File: src/rtl/resp_misr_pkg.sv
// Shared types and default constants for the response MISR compactor.
package resp_misr_pkg;

   typedef enum logic [1:0] {
      IDLE = 2'd0,
      RUN  = 2'd1,
      DONE = 2'd2
   } state_t;

   localparam int          SIG_W_DEF = 16;
   localparam int          CNT_W_DEF = 16;
   localparam logic [15:0] POLY_DEF  = 16'h1021;

endpackage

File: src/rtl/misr_step.sv
// One combinational MISR step: Galois-form shift with polynomial feedback, then XOR in the response word.
module misr_step #(
   parameter int               SIG_W = 16,
   parameter logic [SIG_W-1:0] POLY  = 16'h1021
) (
   input  logic [SIG_W-1:0] sig,
   input  logic [SIG_W-1:0] r,
   output logic [SIG_W-1:0] sig_next
);

   logic [SIG_W-1:0] shifted;
   logic [SIG_W-1:0] feedback;

   always_comb begin
      shifted  = {sig[SIG_W-2:0], 1'b0};
      feedback = sig[SIG_W-1] ? POLY : '0;
      sig_next = shifted ^ feedback ^ r;
   end

endmodule

File: src/rtl/resp_misr_compactor.sv
// Compacts a fixed-length session of 4-bit gate responses into a MISR signature with a ready/valid handoff.
//
// state | meaning
// IDLE  | waiting for start; signature/vec_count keep the last session's result
// RUN   | accepting response vectors until vec_count reaches the latched num_vec
// DONE  | signature presented on sig_valid, held until sig_ready
module resp_misr_compactor
   import resp_misr_pkg::*;
#(
   parameter int               SIG_W = SIG_W_DEF,
   parameter int               CNT_W = CNT_W_DEF,
   parameter logic [SIG_W-1:0] POLY  = SIG_W'(POLY_DEF)
) (
   input  logic             clk,
   input  logic             rst_n,
   input  logic             start,
   input  logic [CNT_W-1:0] num_vec,
   input  logic [SIG_W-1:0] seed,
   input  logic             in_valid,
   output logic             in_ready,
   input  logic             u0,
   input  logic             u1,
   input  logic             w0,
   input  logic             w1,
   output logic             sig_valid,
   input  logic             sig_ready,
   output logic [SIG_W-1:0] signature,
   output logic [CNT_W-1:0] vec_count,
   output logic             busy
);

   state_t           state, state_nx;
   logic [SIG_W-1:0] sig, sig_nx, sig_step, resp;
   logic [CNT_W-1:0] cnt, cnt_nx, cnt_inc;
   logic [CNT_W-1:0] num_lat, num_nx;

   assign resp    = {{(SIG_W-4){1'b0}}, w1, w0, u1, u0};
   assign cnt_inc = cnt + 1'b1;

   misr_step #(
      .SIG_W (SIG_W),
      .POLY  (POLY)
   ) u_step (
      .sig      (sig),
      .r        (resp),
      .sig_next (sig_step)
   );

   always_comb begin
      state_nx = state;
      sig_nx   = sig;
      cnt_nx   = cnt;
      num_nx   = num_lat;
      case (state)
         IDLE: begin
            if (start) begin
               sig_nx   = seed;
               cnt_nx   = '0;
               num_nx   = num_vec;
               state_nx = (num_vec == '0) ? DONE : RUN;
            end
         end
         RUN: begin
            if (in_valid) begin
               sig_nx = sig_step;
               cnt_nx = cnt_inc;
               if (cnt_inc == num_lat) state_nx = DONE;
            end
         end
         DONE: begin
            // start coinciding with sig_ready only closes the session
            if (sig_ready) state_nx = IDLE;
         end
         default: state_nx = IDLE;
      endcase
   end

   always_ff @(posedge clk) begin
      if (!rst_n) begin
         state   <= IDLE;
         sig     <= '0;
         cnt     <= '0;
         num_lat <= '0;
      end else begin
         state   <= state_nx;
         sig     <= sig_nx;
         cnt     <= cnt_nx;
         num_lat <= num_nx;
      end
   end

   assign in_ready  = (state == RUN);
   assign sig_valid = (state == DONE);
   assign busy      = (state != IDLE);
   assign signature = sig;
   assign vec_count = cnt;

endmodule

File: config.mk
export PLATFORM = sky130hd
export DESIGN_NAME = resp_misr_compactor
export DESIGN_NICKNAME = d
export VERILOG_FILES = /design/src/rtl/resp_misr_pkg.sv /design/src/rtl/misr_step.sv /design/src/rtl/resp_misr_compactor.sv
export SDC_FILE = /design/constraint.sdc
export NUM_CORES = 1
export LEC_CHECK = 0
export ABC_CLOCK_PERIOD_IN_PS = 5100
export CORE_AREA = 5 5 95 75
export CTS_CLUSTER_DIAMETER = 100
export CTS_CLUSTER_SIZE = 14
export DETAILED_ROUTE_END_ITERATION = 10
export DIE_AREA = 0 0 100 80
export HOLD_SLACK_MARGIN = 0.1
export PLACE_DENSITY_LB_ADDON = 0.12
export RECOVER_POWER = 50
export REMOVE_ABC_BUFFERS = 1
export SYNTH_ARGS = -nofsm -noshare
export SYNTH_HDL_FRONTEND = slang
export SYNTH_HIERARCHICAL = 1
export SYNTH_SLANG_ARGS = --single-unit
File: constraint.sdc
create_clock -name clk -period 5.1 [get_ports clk]
set_input_delay 0.51 -clock clk [delete_from_list [all_inputs] [get_ports clk]]
set_output_delay 0.51 -clock clk [all_outputs]
set_load 0.02 [all_outputs]
==> results.toml <==
[critical_path]
cp_cell_sequence = "nor2b_2 > buf_4 > nand2_1 > nand2_1 > buf_4 > o21ai_0 > a22oi_1 > nor2_1"
cp_num_buf_inv = 2
critical_path.top_delay_family = "simple AND/OR/NAND/NOR gates"
worstPathRequired_ns = 5.29
worstPathArrival_ns = 2.66
crit_type = "register to register"
critPathMaxFanout = 44
slowest_stage = "nand2_1"
cp-start-kind = "register"
end_kind = "register"
critical-path-max-stage-delay_ns = 0.44
reg2reg_slack_ns = 2.63

[global_routing]
antenna_found_initial = 0
grt_util_met1 = 0.267
grt-busiest-layer = "met2"
grt_pass1_vias = 2585
grt_overflow = 0
grt_util_met2 = 0.297
grt_first_pass_wirelength_mm = 12.4
use_met3 = 0.0376
grt.total_usage = 0.191
grt_start_max_net_pins = 49

[logic_synthesis]
ys_types = 48
ys_top_cells_by_area = "dfxtp_1, xor2_1, nand2_1"
ys_ff_latch = 50
synth_top_area_share = 0.344
async_flop_share = 0
ys_top_cells_by_count = "dfxtp_1, nand2_1, nor2_1, a21oi_1, xor2_1"
ys_seq_area_frac = 0.344
synthCells = 356
avgSynthCellArea_um2 = 8.18
synth_area_leader_cell = "dfxtp_1"
synth_area_um2 = 2910
ys_warn_count = 6
synth_ff_type = "dfxtp_1"
yosys.cell_count.top_type = "dfxtp_1"
synth_enable_flop_cells = 0

[cells_and_area]
instances_no_fill = 512
seq_area_um2 = 1000
nNetsFinal = 472
drive_above_1_share = 0.0510
multi_input_area_um2 = 1820
syn2layout_area_growth_pct = 31.8
antenna_cells = 0
fillers = 548

[die]
die_area_um2 = 8000
ios = 76
chipWidth_um = 100
core_area_um2 = 6100
die_y_um = 80
initial_core_util = 0.477
row_count = 25

[sta]
max_clock_freq_mhz = 405
rsz0062_at_grt = "false"
fin_tns_setup_ns = 0
tightest_slew_ns = 0.830
setup_viol = 0
slew_headroom = 0.447
timing.final.crit_period_ns = 2.47
hold_viol = 0
slew_viol_final = 0
fin_skew_ns = 0.00707
fin_crit_sh = 0.485

[clocking]
insertion_delay_ns = 0.31
clk_path_buf_depth = 2
post_cts_buffers = 0
post_cts_resized = 0
cts_root_buf = "clkbuf_8"
cts_tree = "yes"
cts_max_level = 2
clk_pin_slew_ns = 0.09
clock-sinks = 50
hold_buffers = 0
cts_buffers = 5

[routing]
wl_per_cell_um = 14.9
drc = 0
final_antenna_net_count = 0
routed_via_density = 5.45
drt_wl_total_mm = 7.61
firstDrtPassIters = 4
num_vias = 2792
drt_iter0_drc = 183

[worst_hold_path]
hp-class = "register to register"

[power_and_ir_drop]
powerDensity_nw_per_um2 = 256
sequentialPowerShare = 0.453
leakage_nw = 1.52
clockPowerShare = 0.289
switching_share = 0.299
comb_power_share = 0.258
ir_drop_uv = 130
p_int_mw = 0.689
p_sw_mw = 0.293

[place]
numPortBuffers = 75
dp_cells = 504
dp_hpwl_mm = 5.56
gp_congestion = 0.849

[run_status]
status = "completed"

[flow_run]
cap_violations = 0
==> cells by family (layout without fill, tap and decap cells) <==
family,count (synthesis),after routing,synth area share
buffers and inverters,29,93,0.0460
AO/OA/AOI/OAI,76,76,0.162
XOR/XNOR,39,39,0.129
adder cells (fa/ha/maj),1,1,0.00430
AND/OR/NAND/NOR,143,143,0.254
multiplexers,17,17,0.0589
flip-flops,50,50,0.344
other,1,12,0.00129
==> registers in the layout (all words and copies together), names as in the netlist <==
name / flops
num_lat: 16
signature: 16
vec_count: 16
state: 2
==> metrics by stage <==
step / utilization / cell area, µm² / setup slack [ns] / hold WS, ns / power [mW]
floorplan: - / 2840 / 1.17 / 0.448 / 0.605
global placement: 0.611 / 3730 / 2.66 / 0.463 / 0.709
detailed placement: 0.611 / 3730 / 2.62 / 0.466 / 0.714
CTS: 0.629 / 3840 / 2.65 / 0.479 / 0.995
global route: 0.629 / 3840 / 2.36 / 0.500 / 1.03
finish: 0.629 / 3840 / 2.63 / 0.476 / 0.982
==> area by class of cell <==
| class | instances | share of cell area |
|---|---|---|
| multi-input combinational | 288 | 0.475 |
| sequential | 50 | 0.261 |
| timing repair buffer | 79 | 0.204 |
| tap | 81 | 0.0264 |
| clock buffer | 6 | 0.0189 |
| clock inverter | 2 | 0.00978 |
| inverter | 6 | 0.00587 |
==> power by group through the flow <==
stage	Sequential [mW]	Clock, mW	Combinational [mW]
after floorplan	0.470	0	0.135
after global placement	0.454	0	0.255
after detailed placement	0.455	0	0.260
after CTS	0.446	0.288	0.261
after global routing	0.450	0.304	0.278
final	0.445	0.284	0.254
==> cells in the final DEF (no fill, tap or decap), types with 12 or more instances in the layout <==
cell type         n
a211oi_1         19
a21oi_1          30
clkdlybuf4s50_1  49
conb_1           12
dfxtp_1          50
dlygate4sd3_1    26
mux2i_1          16
nand2_1          43
nor2_1           39
o21ai_0          13
xnor2_1          17
xor2_1           20
==> worst register-to-register path, delay by kind of cell (launching register included) <==
kind / cells / cell delay [ns]
compound gates: 2 / 0.40
buf+inv: 2 / 0.71
flops: 1 / 0.42
simple gates: 4 / 0.82
==> final timing paths <==
kind                            depth (start not counted)       start            end
worst max-delay path                                    8    state[0]  vec_count[14]
worst min-delay path                                    2  num_lat[8]     num_lat[8]
worst max register to register                          8    state[0]  vec_count[14]
worst min register to register                          2  num_lat[8]     num_lat[8]
==> per-layer routing <==
| layer | up-vias | routed length [µm] |
|---|---|---|
| li1 | 1395 | - |
| met1 | 1297 | 3600 |
| met2 | 90 | 3450 |
| met3 | 10 | 468 |
| met4 | 0 | 90 |
| met5 | - | 0 |
Note: power is estimated with default switching activity, not from simulation.
==> RTL change 1 (same flow settings) <==
`CNT_W_DEF`: 16 -> 14.
--- a/src/rtl/resp_misr_pkg.sv
+++ b/src/rtl/resp_misr_pkg.sv
@@ -10,3 +10,3 @@
    localparam int          SIG_W_DEF = 16;
-   localparam int          CNT_W_DEF = 16;
+   localparam int          CNT_W_DEF = 14;
    localparam logic [15:0] POLY_DEF  = 16'h1021;
Ports: changed (resized num_vec and vec_count); port bits go from 76 to 72. The function was not compared with the original's and may differ.
==> RTL change 1 against the unedited design <==
  * Combinational power is 22% lower
  * Critical path type unchanged
  * Setup slack worse by 0.064 ns
  * Critical endpoint is now vec_count[3]$_SDFFE_PN0P_
  * Largest power group unchanged
  * Area after synthesis shrank 4.6%
  * Sequential power down 9.7%
  * Fmax is 2.5% lower
  * Total power shrank 12%
  * Wire length decreased by 11%
  * Design area fell by 4.6%
  * Sequential cell count is 4 lower
==> RTL change 1: results (changes against the unedited design) <==
INFO  detailed_routing vias=2,537 [-9.1%]
INFO  global_route   grt_pass1_wl=11.12mm [-10%]
INFO  detailed_routing wirelength_routed=6.740mm [-11%]
INFO  cells_and_area layout.non_clock_inverters=3 [-3]
INFO  cts            clock_insertion_delay_worst_skew=0.29ns [-0.02 ns]
INFO  global_route   first_global_vias=2,302 [-11%]
INFO  cells_and_area n_multi_input_combinational_cell=270 [-6.3%]
INFO  power_and_ir_drop power.ir.vdd_worst=0.1253mV [-3.9%]
INFO  global_route   grt_util_met1=0.2602 [-0.006416]
INFO  cells_and_area finish.net_count=440 [-6.8%]
INFO  place          placed_cells=474 [-6.0%]
INFO  cells_and_area multi_input_area_share=0.4892 [+0.01467]
INFO  cells_and_area syn2layout_area_growth=31.76% [about the same]
INFO  logic_synthesis mappedNetlistArea=0.002778mm2 [-4.6%]
INFO  timing         final.hold.worst_slack=0.4819ns [+0.005546 ns]
INFO  place          setup_ws_pre_cts=2.484ns [-0.1406 ns]
INFO  cells_and_area final.signal_buffer_count=74 [-6.3%]
INFO  worst_hold_path hold_path.startpoint=num_lat[11]$_SDFFE_PN0P_
INFO  cells_and_area num-clock-buffers=7 [+1]
INFO  place          port_buffers=71 [-5.3%]
INFO  status         run_status=completed
INFO  cells_and_area area_share_nonclk_buffers=0.1993 [-0.004206]
INFO  logic_synthesis synthesis.instances=329 [-7.6%]
INFO  detailed_routing met2WireLength=2.789mm [-19%]
INFO  power_and_ir_drop power_combinational=0.000199W [-22%]
RTL change 1: changes by cell type after synthesis, moves of 6 or more:
cell	change
sky130_fd_sc_hd__a211oi_1	-17
sky130_fd_sc_hd__a21boi_0	+15
sky130_fd_sc_hd__a21oi_1	-16
sky130_fd_sc_hd__nand2_1	+18
sky130_fd_sc_hd__nor2_1	-28
sky130_fd_sc_hd__nor4_1	-6
sky130_fd_sc_hd__o211a_1	+17
sky130_fd_sc_hd__xnor2_1	-7
RTL change 1: logic make-up after synthesis:
kind of cell    Yosys count  share of synthesized area
simple gates            130                     0.2396
compound gates           79                     0.2099
flops                    46                     0.3315
xor+xnor                 32                     0.1158
buf+inv                  24                    0.03964
mux                      16                    0.05766
fa+ha+maj                 1                   0.004504
other cells               1                   0.001350
RTL change 1: worst min-delay path, delay by kind of cell (launching register included):
kind	cells	cell delay (ns)
flops	1	0.32
compound gates	1	0.06
simple gates	1	0.05
==> RTL change 2 (config.mk and constraints unchanged) <==
Without the edit above. Encoding of `state_t`: now one-hot (3 bits for 3 states).
--- a/src/rtl/resp_misr_pkg.sv
+++ b/src/rtl/resp_misr_pkg.sv
@@ -3,6 +3,6 @@
 
-   typedef enum logic [1:0] {
-      IDLE = 2'd0,
-      RUN  = 2'd1,
-      DONE = 2'd2
+   typedef enum logic [2:0] {
+      IDLE = 3'b001,
+      RUN  = 3'b010,
+      DONE = 3'b100
    } state_t;
Formal check against the unedited RTL: no difference found for any inputs over 10 cycles, from zero or initial values and one cycle with rst_n low; not proved beyond that.
==> RTL change 2 against the unedited design <==
  * Sequential cell count increased by 1
  * Worst hold slack got worse by 0.0041 ns
  * Design area fell by 0.26%
  * Area after synthesis up 1.7%
  * Final cell count is 3.7% higher
  * Sequential share of layout area rose by 0.59 points
  * Die area did not move
  * Fmax is 12% lower
  * Global-route usage is 0.96 points higher
  * Non-clock buffer count decreased by 1
  * Critical path type unchanged
  * Wire length is 3.6% higher
  * Setup slack worse by 0.33 ns
Power is not compared: it rests on default switching activity, and its combinational part moved more than twofold at a synthesized area within 25%.
==> RTL change 2: results (changes against the unedited design) <==
INFO  place          hpwlAfterDp=5.901mm [+6.2%]
INFO  worst_hold_path hold_path.startpoint=num_lat[15]$_SDFFE_PN0P_
INFO  worst_hold_path worst_hold_path_type=reg -> reg
INFO  worst_setup_path regToRegStartpoint=state[2]$_SDFFE_PN0P_
INFO  cells_and_area post_route_cells_drive_above_1_share=0.06889 [+0.01784]
INFO  worst_setup_path critPathCapture=vec_count[12]$_SDFFE_PN0P_
INFO  detailed_routing routed_wire_length_per_instance=14.84um [-0.14%]
INFO  worst_setup_path reg2reg_slack=2.30ns [-0.33 ns]
INFO  cts            clk_transition_reported_paths=0.10ns
INFO  detailed_routing top_layer_used=met4
INFO  detailed_routing vias_per_cell=5.345 [-2.0%]
INFO  global_route   grt_pass1_wl=13.05mm [+5.5%]
INFO  logic_synthesis yosysUniqueCellTypes=55 [+15%]
INFO  worst_setup_path critical_path.max_stage_delay=0.65ns [+0.21 ns]
INFO  timing         worst-slew-pin-transition=0.9010ns [+0.07134 ns]
INFO  logic_synthesis synth.yosys.seq_area_share=0.3447 [+0.0009499]
INFO  worst_setup_path arrival=2.98ns [+0.32 ns]
INFO  status         run_status=completed
INFO  worst_setup_path timing.critical_path.fanout_max=24 [-45%]
INFO  logic_synthesis synth.cells.most_frequent=sky130_fd_sc_hd__nand2_1 (80), sky130_fd_sc_hd__dfxtp_1 (51), sky130_fd_sc_hd__nor2_1 (40), sky130_fd_sc_hd__a21oi_1 (28), sky130_fd_sc_hd__xor2_1 (21)
INFO  detailed_routing met1_wire_length=3.780mm [+5.0%]
INFO  logic_synthesis ys_flop_type=sky130_fd_sc_hd__dfxtp_1
INFO  global_route   first_global_vias=2,662 [+3.0%]
INFO  global_route   grt_max_degree=25 [-49%]
INFO  worst_setup_path ff2ff_path_depth=9 [+1]
INFO  logic_synthesis synth.area.top_cells=sky130_fd_sc_hd__dfxtp_1 (34%), sky130_fd_sc_hd__nand2_1 (10%), sky130_fd_sc_hd__xor2_1 (6.2%)
INFO  timing         final.hold.worst_slack=0.4722ns [-0.004111 ns]
INFO  cts            number_of_buffers_inserted_during_clock_tree_synthesis=5 [unchanged]
INFO  cells_and_area finish.net_count=491 [+4.0%]
INFO  worst_setup_path crit_path_top_delay_cell=sky130_fd_sc_hd__nor2_2
INFO  worst_hold_path min_delay_worst_endpoint=num_lat[15]$_SDFFE_PN0P_
INFO  timing         clock-skew-final=0.01447ns [+0.007393 ns]
INFO  detailed_routing met2WireLength=3.453mm [+0.17%]
INFO  detailed_routing detailedRoute.firstIterationViolations=123 [-33%]
INFO  power_and_ir_drop leakage=1.519nW
INFO  global_route   grt_use_total=0.2008 [+0.009563]
INFO  place          place_congestion=0.8748 [+3.1%]
==> RTL change 2: metal layers <==
layer / track usage / vias up
met1: 0.2811 / 1309
met2: 0.3063 / 75
met5: 0 / -
li1: - / 1443
met4: 0.05922 / 0
met3: 0.04716 / 11
==> RTL change 2: where the power goes <==
part / total [W] / switching [W] / internal, W
sequential: 0.000555 / 0.0000732 / 0.000481
clock: 0.000236 / 0.000141 / 0.0000944
combinational: 0.000729 / 0.000420 / 0.000309
==> RTL change 2: stage by stage <==
step                utilization  power [W]  setup slack (ns)  std cells  cell area (um2)
floorplan                     -   0.001047             1.702        364             2869
global placement         0.6142   0.001298             2.357        523             3746
detailed placement       0.6142   0.001311             2.261        523             3746
CTS                      0.6279   0.001548             2.289        531             3830
global route             0.6273   0.001634             1.908        531             3826
finish                   0.6273   0.001519             2.298        531             3826
==> RTL change 2: logic make-up after synthesis <==
family / after synthesis / synth area share
compound gates: 77 / 0.1766
xor+xnor: 40 / 0.1322
fa+ha+maj: 1 / 0.004224
buf+inv: 33 / 0.05281
flops: 51 / 0.3447
mux: 1 / 0.003380
other cells: 1 / 0.001266
simple gates: 176 / 0.2847
==> RTL change 2: worst min-delay path, stage by stage, from the launching register on <==
cell	delay, ns
sky130_fd_sc_hd__dfxtp_1	0.33
sky130_fd_sc_hd__nand2_1	0.05
sky130_fd_sc_hd__a21oi_1	0.05
==> RTL change 2: final cells by class <==
class | instances | area (um2)
fill | 589 | 2273
multi-input combinational | 307 | 1828
clock buffer | 5 | 68.82
tap | 81 | 101.3
timing repair buffer | 78 | 769.5
inverter | 6 | 22.52
sequential | 51 | 1021
clock inverter | 3 | 15.01
